File: src/rtl/reg_dump_printer_pkg.sv
// rtl/reg_dump_printer_pkg.sv - shared text-buffer geometry, ASCII constants and dump FSM states
//
// Purpose: constants common to the register dump engine, the VGA text
//          controller and the core's memory-mapped store path.
// Ports:   none (package).
package reg_dump_printer_pkg;

  // Text-buffer geometry shared with the VGA controller and the store path.
  localparam int TXT_COLS   = 80;
  localparam int TXT_ADDR_W = 13;
  localparam int TXT_DEPTH  = 1 << TXT_ADDR_W;

  localparam logic [23:0] ATTR_DEFAULT = 24'hFFFFFF;

  localparam logic [7:0] ASCII_X     = 8'h78;
  localparam logic [7:0] ASCII_COLON = 8'h3A;
  localparam logic [7:0] ASCII_SPACE = 8'h20;
  localparam logic [7:0] ASCII_0     = 8'h30;
  localparam logic [7:0] ASCII_A     = 8'h41;

  localparam logic [4:0] LAST_REG = 5'd31;
  localparam logic [3:0] LAST_COL = 4'd12;

  typedef enum logic [2:0] {
    ST_IDLE,
    ST_READ,
    ST_CAPTURE,
    ST_EMIT,
    ST_DONE
  } dump_state_t;

  // Decimal split of a register index 0..31 by comparison, avoiding a divider.
  function automatic logic [1:0] dec_tens(input logic [4:0] idx);
    if (idx >= 5'd30)      return 2'd3;
    else if (idx >= 5'd20) return 2'd2;
    else if (idx >= 5'd10) return 2'd1;
    else                   return 2'd0;
  endfunction

  // units = idx - 10*tens, with 10*tens built from shifts (8*t + 2*t).
  function automatic logic [3:0] dec_units(input logic [4:0] idx);
    logic [1:0] t;
    logic [4:0] ten_t;
    t     = dec_tens(idx);
    ten_t = {t, 3'b000} + {2'b00, t, 1'b0};
    return 4'(idx - ten_t);
  endfunction

endpackage

File: src/rtl/reg_dump_printer_if.sv
// rtl/reg_dump_printer_if.sv - debug read port and text-buffer write port bundle
//
// Purpose: groups the register-file debug port and the character write
//          handshake used by the dump engine.
// Signals: wr_valid/wr_ready/wr_addr/wr_data - character write request;
//          debug_addr/debug_data               - register-file debug read.
// Modports: master = dump engine, slave = register file + text buffer side.
interface reg_dump_printer_if;
  import reg_dump_printer_pkg::*;

  logic                  wr_valid;
  logic                  wr_ready;
  logic [TXT_ADDR_W-1:0] wr_addr;
  logic [31:0]           wr_data;
  logic [4:0]            debug_addr;
  logic [31:0]           debug_data;

  modport master (
    output wr_valid, wr_addr, wr_data, debug_addr,
    input  wr_ready, debug_data
  );

  modport slave (
    input  wr_valid, wr_addr, wr_data, debug_addr,
    output wr_ready, debug_data
  );

endinterface

File: src/rtl/reg_dump_printer_nibble_to_ascii.sv
// rtl/reg_dump_printer_nibble_to_ascii.sv - combinational 4-bit to uppercase hex ASCII encoder
//
// Purpose: maps 0-9 to '0'-'9' and 10-15 to 'A'-'F'. Also serves decimal
//          digits, since a digit 0-9 is just a small nibble.
// Ports:   i_nibble - 4-bit value; o_ascii - 8-bit ASCII character.
module nibble_to_ascii
  import reg_dump_printer_pkg::*;
(
  input  logic [3:0] i_nibble,
  output logic [7:0] o_ascii
);

  always_comb begin
    o_ascii = ASCII_0;
    if (i_nibble < 4'd10) o_ascii = ASCII_0 + {4'd0, i_nibble};
    else                  o_ascii = ASCII_A + {4'd0, i_nibble - 4'd10};
  end

endmodule

File: src/rtl/reg_dump_printer.sv
// rtl/reg_dump_printer.sv - walks x0..x31 and prints "xNN: HHHHHHHH" lines into the text buffer
//
// Purpose: on i_start, reads each register through the debug port and writes
//          one 13-character line per register, row BASE_ROW+N for xN.
// Ports:   clk, rst (async, active-low);
//          i_start - begin a dump (only honoured in IDLE);
//          o_busy  - high from the cycle after acceptance through DONE;
//          o_done  - one-cycle completion pulse;
//          bus     - debug read port and character write handshake (master).
module reg_dump_printer
  import reg_dump_printer_pkg::*;
#(
  parameter int          BASE_ROW = 0,
  parameter int          COLS     = TXT_COLS,
  parameter logic [23:0] ATTR     = ATTR_DEFAULT
) (
  input  logic                      clk,
  input  logic                      rst,
  input  logic                      i_start,
  output logic                      o_busy,
  output logic                      o_done,
  reg_dump_printer_if.master        bus
);

  // The last character of x31 must still fit in the 13-bit buffer address.
  if ((BASE_ROW + int'(LAST_REG)) * COLS + int'(LAST_COL) >= TXT_DEPTH) begin : g_bad_geometry
    $error("reg_dump_printer: BASE_ROW/COLS place x31 outside the text buffer");
  end

  dump_state_t           r_state;
  logic [4:0]            r_reg_idx;
  logic [3:0]            r_col;
  logic [31:0]           r_word;
  logic                  r_busy;
  logic                  r_done;
  logic                  r_wr_valid;
  logic [TXT_ADDR_W-1:0] r_wr_addr;
  logic [31:0]           r_wr_data;

  logic                  w_hs;
  logic [3:0]            w_next_col;
  logic [2:0]            w_nib_sel;
  logic [3:0]            w_nibble;
  logic [7:0]            w_hex_char;
  logic [7:0]            w_char;
  logic [TXT_ADDR_W-1:0] w_row;
  logic [TXT_ADDR_W-1:0] w_addr;

  assign w_hs = r_wr_valid & bus.wr_ready;

  // Outputs are registered, so the character for the column about to be
  // presented is built one cycle ahead: col 0 when leaving CAPTURE, col+1
  // on each accepted write.
  assign w_next_col = (r_state == ST_CAPTURE) ? 4'd0 : r_col + 4'd1;

  // Word nibble index: col 5 -> word[31:28] ... col 12 -> word[3:0].
  assign w_nib_sel = 3'(LAST_COL - w_next_col);

  always_comb begin
    w_nibble = r_word[{w_nib_sel, 2'b00} +: 4];
    if (w_next_col == 4'd1)      w_nibble = {2'b00, dec_tens(r_reg_idx)};
    else if (w_next_col == 4'd2) w_nibble = dec_units(r_reg_idx);
  end

  nibble_to_ascii u_hex (
    .i_nibble (w_nibble),
    .o_ascii  (w_hex_char)
  );

  always_comb begin
    w_char = w_hex_char;
    case (w_next_col)
      4'd0:    w_char = ASCII_X;
      4'd3:    w_char = ASCII_COLON;
      4'd4:    w_char = ASCII_SPACE;
      default: w_char = w_hex_char;
    endcase
  end

  assign w_row  = TXT_ADDR_W'(BASE_ROW) + TXT_ADDR_W'(r_reg_idx);
  assign w_addr = w_row * TXT_ADDR_W'(COLS) + TXT_ADDR_W'(w_next_col);

  always_ff @(posedge clk or negedge rst) begin
    if (!rst) begin
      r_state    <= ST_IDLE;
      r_reg_idx  <= '0;
      r_col      <= '0;
      r_word     <= '0;
      r_busy     <= 1'b0;
      r_done     <= 1'b0;
      r_wr_valid <= 1'b0;
      r_wr_addr  <= '0;
      r_wr_data  <= '0;
    end else begin
      r_done <= 1'b0;
      case (r_state)
        ST_IDLE: begin
          if (i_start) begin
            r_state   <= ST_READ;
            r_reg_idx <= '0;
            r_busy    <= 1'b1;
          end
        end
        // debug_addr already shows r_reg_idx; READ gives the port its cycle.
        ST_READ: r_state <= ST_CAPTURE;
        ST_CAPTURE: begin
          r_word     <= bus.debug_data;
          r_col      <= '0;
          r_wr_valid <= 1'b1;
          r_wr_addr  <= w_addr;
          r_wr_data  <= {w_char, ATTR};
          r_state    <= ST_EMIT;
        end
        ST_EMIT: begin
          if (w_hs) begin
            if (r_col != LAST_COL) begin
              r_col     <= w_next_col;
              r_wr_addr <= w_addr;
              r_wr_data <= {w_char, ATTR};
            end else begin
              r_wr_valid <= 1'b0;
              if (r_reg_idx != LAST_REG) begin
                r_reg_idx <= r_reg_idx + 5'd1;
                r_state   <= ST_READ;
              end else begin
                r_done  <= 1'b1;
                r_state <= ST_DONE;
              end
            end
          end
        end
        ST_DONE: begin
          r_busy  <= 1'b0;
          r_state <= ST_IDLE;
        end
        default: r_state <= ST_IDLE;
      endcase
    end
  end

  assign o_busy         = r_busy;
  assign o_done         = r_done;
  assign bus.wr_valid   = r_wr_valid;
  assign bus.wr_addr    = r_wr_addr;
  assign bus.wr_data    = r_wr_data;
  assign bus.debug_addr = r_reg_idx;

endmodule

File: src/flat_wrapper.sv
// flat-port wrapper written by rule: the top's interface ports become plain ports
module reg_dump_printer_flat import reg_dump_printer_pkg::*;
#(
  parameter int          BASE_ROW = 0,
  parameter int          COLS     = TXT_COLS,
  parameter logic [23:0] ATTR     = ATTR_DEFAULT
)
  (clk, rst, i_start, o_busy, o_done, bus_wr_valid, bus_wr_addr, bus_wr_data, bus_debug_addr, bus_wr_ready, bus_debug_data);
  reg_dump_printer_if bus_i ();
  input  logic clk;
  input  logic rst;
  input  logic i_start;
  output logic o_busy;
  output logic o_done;
  output wire logic [$bits(bus_i.wr_valid)-1:0] bus_wr_valid;
  output wire logic [$bits(bus_i.wr_addr)-1:0] bus_wr_addr;
  output wire logic [$bits(bus_i.wr_data)-1:0] bus_wr_data;
  output wire logic [$bits(bus_i.debug_addr)-1:0] bus_debug_addr;
  input wire logic [$bits(bus_i.wr_ready)-1:0] bus_wr_ready;
  input wire logic [$bits(bus_i.debug_data)-1:0] bus_debug_data;
  assign bus_wr_valid = bus_i.wr_valid;
  assign bus_wr_addr = bus_i.wr_addr;
  assign bus_wr_data = bus_i.wr_data;
  assign bus_debug_addr = bus_i.debug_addr;
  assign bus_i.wr_ready = bus_wr_ready;
  assign bus_i.debug_data = bus_debug_data;
  reg_dump_printer #(.BASE_ROW(BASE_ROW), .COLS(COLS), .ATTR(ATTR)) u_core (.clk(clk), .rst(rst), .i_start(i_start), .o_busy(o_busy), .o_done(o_done), .bus(bus_i));
endmodule
File: config.mk
export PLATFORM = sky130hd
export DESIGN_NAME = reg_dump_printer_flat
export DESIGN_NICKNAME = d
export VERILOG_FILES = /design/src/rtl/reg_dump_printer_pkg.sv /design/src/rtl/reg_dump_printer_if.sv /design/src/rtl/reg_dump_printer_nibble_to_ascii.sv /design/src/rtl/reg_dump_printer.sv /design/src/flat_wrapper.sv
export SDC_FILE = /design/constraint.sdc
export NUM_CORES = 1
export LEC_CHECK = 0
export CAP_MARGIN = 40
export CORE_UTILIZATION = 46
export DETAILED_ROUTE_END_ITERATION = 6
export PLACE_DENSITY_LB_ADDON = 0.25
export SYNTH_ARGS = -nofsm -noshare
export SYNTH_HDL_FRONTEND = slang
export SYNTH_SLANG_ARGS = --single-unit
File: constraint.sdc
create_clock -name clk -period 3.3 [get_ports clk]
set_input_delay 0.495 -clock clk [delete_from_list [all_inputs] [get_ports clk]]
set_output_delay 0.495 -clock clk [all_outputs]
set_load 0.01 [all_outputs]
# Word level (Yosys, flattened, before mapping)
# Index checks and enable logic that the tools add are counted.
dict set report word_totals {
  register_bits 92
  latchBits 0
  ram_bits 0
  rom_bits 0
  out_inout_bits 53
  elab_cells 88
  mem_count 0
}
dict set report classes {
  add_sub_neg 9
  multipliers 1
  n_div 0
  order_cmp 4
  eq_ne 15
  n_shift 1
  n_mux 38
  n_bitwise 1
  reduce_logical 10
}
# cell count
set ops {}
lappend ops {{$mux 32} 2}
lappend ops {{$pmux 32 s2} 1}
lappend ops {{$shiftx 32x6->4} 1}
lappend ops {{$mux 13} 2}
lappend ops {{$pmux 13 s2} 1}
lappend ops {{$pmux 8 s3} 1}
lappend ops {{$mux 4} 5}
lappend ops {{$mux 5} 4}
lappend ops {{$add 12x4->13} 1}
lappend ops {{$mux 3} 4}
lappend ops {{$pmux 3 s4} 1}
lappend ops {{$ge 5x5->1 const B} 2}
lappend ops {{$pmux 5 s2} 1}
lappend ops {{$reduce_and 3->1} 3}
lappend ops {{$add 7x4->8 const A} 1}
lappend ops {{$eq 4x2->1 const B} 2}
lappend ops {{$mul 5x3->8 const B} 1}
lappend ops {{$mux 1} 8}
lappend ops {{$mux 2} 4}
lappend ops {{$mux 8} 1}
lappend ops {{$pmux 4 s2} 1}
lappend ops {{$add 6x4->7 const A} 1}
lappend ops {{$eq 3x2->1 const B} 2}
lappend ops {{$ne 2x1->1 const B} 3}
lappend ops {{22 further kinds} 26}

# Depth between registers and ports, before layout
dict set report logic_depth {
  ltp_word 17
  depth_mapped 15
}

# Cells and area by module
# Synthesis repeated with hierarchy kept, for this count alone.
dict set report unflattened {
  hier_cells 434
  area_unflattened_um2 3858.7
}
# mod instances cells_per_inst area_each_um2 seq_area_each_um2
set modules_own_cells {}
lappend modules_own_cells {reg_dump_printer 1 414 3723.6 1701.6}
lappend modules_own_cells {nibble_to_ascii 1 20 135.1 0.0}

# Least setup slack after synthesis
# No wires, ideal clock.
dict set report synth_timing {
  path_type {reg2reg}
  startpoint {register u_core.r_state[0]}
  endpoint {register u_core.r_wr_data[25] (netlist: u_core.bus.wr_data[25])}
  setup_ns 0.104
  t_arrival_ns 3.366
  setup_slack_ns -0.170
  stages_incl_launch_ff 14
  cell_sequence {dfrtp_1 clkbuf_2 or3b_2 clkbuf_1 nand2_1 ha_1 clkbuf_1 mux4_2 a221o_1 a41oi_2 inv_1 ha_1 o211ai_1 a221oi_1}
}
dict set report synth_between {
  elab_chain_cells 13
  elab_cells_between_ends 25
}
# element line
set synth_rtl {}
lappend synth_rtl {{start: declaration} reg_dump_printer.sv:30} ;# dump_state_t r_state;
lappend synth_rtl {{start signal: assignment} reg_dump_printer.sv:85} ;# r_state <= ST_IDLE;
lappend synth_rtl {{start signal: assignment} reg_dump_printer.sv:99} ;# r_state <= ST_READ;
lappend synth_rtl {{start signal: assignment} reg_dump_printer.sv:105} ;# ST_READ: r_state <= ST_CAPTURE;
lappend synth_rtl {{$eq 3x2->1} {reg_dump_printer.sv:54, reg_dump_printer.sv:96}}
lappend synth_rtl {{$mux 4} reg_dump_printer.sv:54} ;# assign w_next_col = (r_state == ST_CAPTURE) ? 4'd0 : r_col + 4'd1;
lappend synth_rtl {{$sub 3x3->3} reg_dump_printer.sv:57} ;# assign w_nib_sel = 3'(LAST_COL - w_next_col);
lappend synth_rtl {{$shiftx 32x6->4} reg_dump_printer.sv:60} ;# w_nibble = r_word[{w_nib_sel, 2'b00} +: 4];
lappend synth_rtl {{$mux 4} reg_dump_printer.sv:62} ;# else if (w_next_col == 4'd2) w_nibble = dec_units(r_reg_idx);
lappend synth_rtl {{$mux 4} reg_dump_printer.sv:61} ;# if (w_next_col == 4'd1) w_nibble = {2'b00, dec_tens(r_reg_idx)};
lappend synth_rtl {{$sub 4x4->4} reg_dump_printer_nibble_to_ascii.sv:16} ;# else o_ascii = ASCII_A + {4'd0, i_nibble - 4'd10};
lappend synth_rtl {{$add 7x4->8} reg_dump_printer_nibble_to_ascii.sv:16}
lappend synth_rtl {{$mux 8} reg_dump_printer_nibble_to_ascii.sv:15} ;# if (i_nibble < 4'd10) o_ascii = ASCII_0 + {4'd0, i_nibble};
lappend synth_rtl {{$pmux 8 s3} reg_dump_printer.sv:72} ;# case (w_next_col)
lappend synth_rtl {{$mux 32} reg_dump_printer.sv:116} ;# if (r_col != LAST_COL) begin
lappend synth_rtl {{$mux 32} reg_dump_printer.sv:115} ;# if (w_hs) begin
lappend synth_rtl {{$pmux 32 s2} reg_dump_printer.sv:96} ;# case (r_state)
lappend synth_rtl {{end signal: assignment} reg_dump_printer.sv:111} ;# r_wr_data <= {w_char, ATTR};
lappend synth_rtl {{end signal: assignment} reg_dump_printer.sv:119} ;# r_wr_data <= {w_char, ATTR};
lappend synth_rtl {{end: declaration} reg_dump_printer.sv:38} ;# logic [31:0] r_wr_data;
# Parallel ways exist; a longest one is shown, timed or not. The select of a mux whose other input is x is not followed.
# A chain may end at the register's enable or synchronous reset.

# Final worst setup path
dict set report layout_timing {
  startpoint {register u_core.r_state[2]}
  endpoint {register u_core.r_wr_data[27] (netlist: u_core.bus.wr_data[27])}
}
# The elaborated chain is that of the path after synthesis.

==> impl_metrics.ini <==
[finish]
nets = 565
nFillCells = 715
antenna_cells = 0
fin_util_pct = 62.6
drive_gt1_share_pct = 10.3
instances_no_fill = 616
area_delta_synth_final_pct = 28.9
fin_area_um2 = 4960

[yosys]
async_flop_share_pct = 100
post_synth_num_cell_types = 54
synth_ff_type = dfrtp_1
yosysTopAreaCellShare_pct = 43.6
yosysTopAreaCell = dfrtp_1
syn_area_um2 = 3850
synth_edf_count = 0
avgSynthCellArea_um2 = 8.91
synth.area.top_cells = dfrtp_1 44%, nand2_1 13%, ha_1 6.2%
ys_warn_count = 0
synth_seq_area_share_pct = 43.6
synth_seq_cells = 67
syn_inst = 432

[clock_network]
clockBufferDepth = 2
cts_buffers = 9
clkLatencyLatePin_ps = 350
cts_tree = yes
root_buffer = clkbuf_8
htreeDepth = 3
cts.hold.buffers_added = 0
cts.sink_count = 67
path_clk_slew_ps = 80

[power]
p_leak_nw = 2.35
powerDensity_nw_per_um2 = 1030
power_w = 0.00512
vdd_drop_max_uv = 521

[global_route]
grt_overflow_total = 0
grt_pass1_vias = 3074
track_usage_pct = 21.4
grt_pass1_wl_mm = 14.5
grt_max_degree = 42
antenna_found_initial = 0

[timing]
fin_crit_sh_pct = 95.1
tightest_slew_ps = 705
maxSlewHeadroom_pct = 52.5
whs_ps = 19.0
skew_ps = 12.8
slew_violations = 0
max_freq_mhz = 319
finalCriticalPeriod_ps = 3140
setup_viol = 0
finalHoldViolCount = 0

[floorplanning]
dieArea_um2 = 8740
start_util_pct = 48.5
boundaryPins = 89
core_um2 = 7930
dieWidth_um = 93.5
num_rows = 32
die_y_um = 93.5

[outcome]
status = finished, final reports clean

[placement]
port_buffers = 86
gp_congestion = 0.873
place_area_um2 = 4710
placed_cells = 595
dp_hpwl_mm = 6.34

[detailed_routing]
routedWlPerCell_um = 14.1
wl_met2_mm = 4.12
vias = 3216
dr.pass1.iters = 5
wl_mm = 8.66
dr.max_layer_used = met4
ant_nets = 0
drtIter0Drc = 142
drc_errors = 0
via_per_inst = 5.22
wl_met1_mm = 4.04
wl_met3_um = 378

[setup_path]
startpoint = u_core.r_state[2]$_DFFE_PN0P_
crit_arrival_ps = 3360
worstReg2RegStart = u_core.r_state[2]$_DFFE_PN0P_
path_class = reg2reg
start_kind = register
worstPathRequired_ps = 3520
crit_path_end_kind = register
worstPathMaxFanout = 12

[min_path]
hp-class = in2async

[job]
cap_violations = 0
[critical path: stages (launching register included)]
cell	delay [ps]
dfrtp_1	390
or3b_2	490
nand2_1	110
ha_2	330
buf_12	170
nand2b_1	140
a22oi_1	150
o22ai_1	90
o211ai_1	180
a31oi_2	180
ha_1	290
a22o_1	210
a221o_1	290
[repair_timing]
action | in CTS | in global routing
setup buffers | 0 | 5
gates resized for setup | 0 | 7
endpoints found under the setup margin | 0 | 4
hold endpoints to repair | 0 | 0
[cell usage after synthesis (2+ instances only)]
master / n
nand4_1: 2
a2111oi_0: 3
a221oi_1: 2
o211ai_1: 3
buf_4: 27
nor3_1: 2
nand3b_1: 3
o31ai_1: 3
o21ai_0: 20
a22o_1: 2
clkbuf_1: 15
inv_1: 14
nand2_1: 137
o221ai_1: 2
o21a_1: 2
o211a_1: 2
mux4_2: 4
a21o_1: 3
xor2_1: 5
a21oi_1: 12
nor2b_1: 5
mux2i_1: 4
or3_1: 4
a211oi_1: 5
nand3_1: 8
xnor2_1: 7
o22ai_1: 2
dfrtp_1: 67
nand2b_1: 5
a221o_1: 4
ha_1: 19
a21boi_0: 2
nor2_1: 16
[metal layers]
metal	vias to the layer above	global-route usage [%]
li1	1584	-
met1	1518	28.4
met2	103	34.8
met3	11	3.98
met4	0	7.69
met5	-	0
[through the flow]
stage	setup TNS, ps	setup slack, ps
3_5_place_dp	0	123
3_3_place_gp	0	201
6_report	0	160
2_1_floorplan	0	3.31
4_1_cts	0	97.0
5_1_grt	-7.33	-7.33
[cell usage in the layout, fill, tap and decap left out, types with 3 or more instances in the layout]
cell type / Yosys / layout
nor2_1: 16 / 16
nor2b_1: 5 / 5
a211oi_1: 5 / 5
xnor2_1: 7 / 7
a21oi_1: 12 / 12
a221o_1: 4 / 4
dfrtp_1: 67 / 67
inv_1: 14 / 14
nand2_1: 137 / 137
clkdlybuf4s50_1: 0 / 85
or3_1: 4 / 4
o31ai_1: 3 / 3
mux4_2: 4 / 4
clkbuf_8: 0 / 13
buf_4: 27 / 21
a21o_1: 3 / 3
xor2_1: 5 / 5
ha_1: 19 / 18
mux2i_1: 4 / 4
nand3b_1: 3 / 3
o211ai_1: 3 / 3
nand3_1: 8 / 8
nand2b_1: 5 / 5
o21ai_0: 20 / 19
[registers in the layout (all words and copies together) (netlist names), 3 cells and up]
| signal | cells |
|---|---|
| u_core.r_word | 32 |
| u_core.bus.wr_addr | 12 |
| u_core.bus.wr_data | 8 |
| u_core.bus.debug_addr | 5 |
| u_core.r_col | 4 |
| u_core.r_state | 3 |
[power by group]
part	leakage [nW]	total, W	switching (W)	internal [W]
clock	0.0997	0.000654	0.000299	0.000355
combinational	1.44	0.00305	0.00156	0.00149
sequential	0.808	0.00142	0.000252	0.00117
total	2.35	0.00512	0.00211	0.00302
[worst paths after layout]
check,end,slack (ps),cells after the start
worst max-delay path,u_core.bus.wr_data[27]$_DFFE_PN0P_,160,12
worst min-delay path,u_core.bus.wr_addr[8]$_DFFE_PN0P_,20,1
worst max register to register,u_core.bus.wr_data[27]$_DFFE_PN0P_,160,12
worst min register to register,u_core.r_word[15]$_DFFE_PN0P_,470,2
max in group asynchronous,u_core.r_word[15]$_DFFE_PN0P_,2610,2
min in group clk,u_core.r_word[15]$_DFFE_PN0P_,470,2
[cell families (layout without fill, tap and decap cells)]
family          Yosys count  count (layout)  synth area share (%)
buf+inv                  58             139                  8.35
xor+xnor                 12              12                  2.73
fa+ha+maj                20              20                  6.70
other cells               1               2                0.0974
simple gates            191             191                  21.5
mux                       9               9                  3.67
flops                    67              67                  43.6
compound gates           74              74                  13.4
[final cells by class]
type	instances	area [um^2]	share of cell area, %
Timing Repair Buffer	109	1040	21.1
Inverter	14	52.6	1.06
Sequential cell	67	1680	33.8
Tap cell	102	128	2.57
Clock inverter	1	5.00	0.101
Clock buffer	15	186	3.76
Multi-Input combinational cell	308	1870	37.7
(Power assumes the default switching activity.)
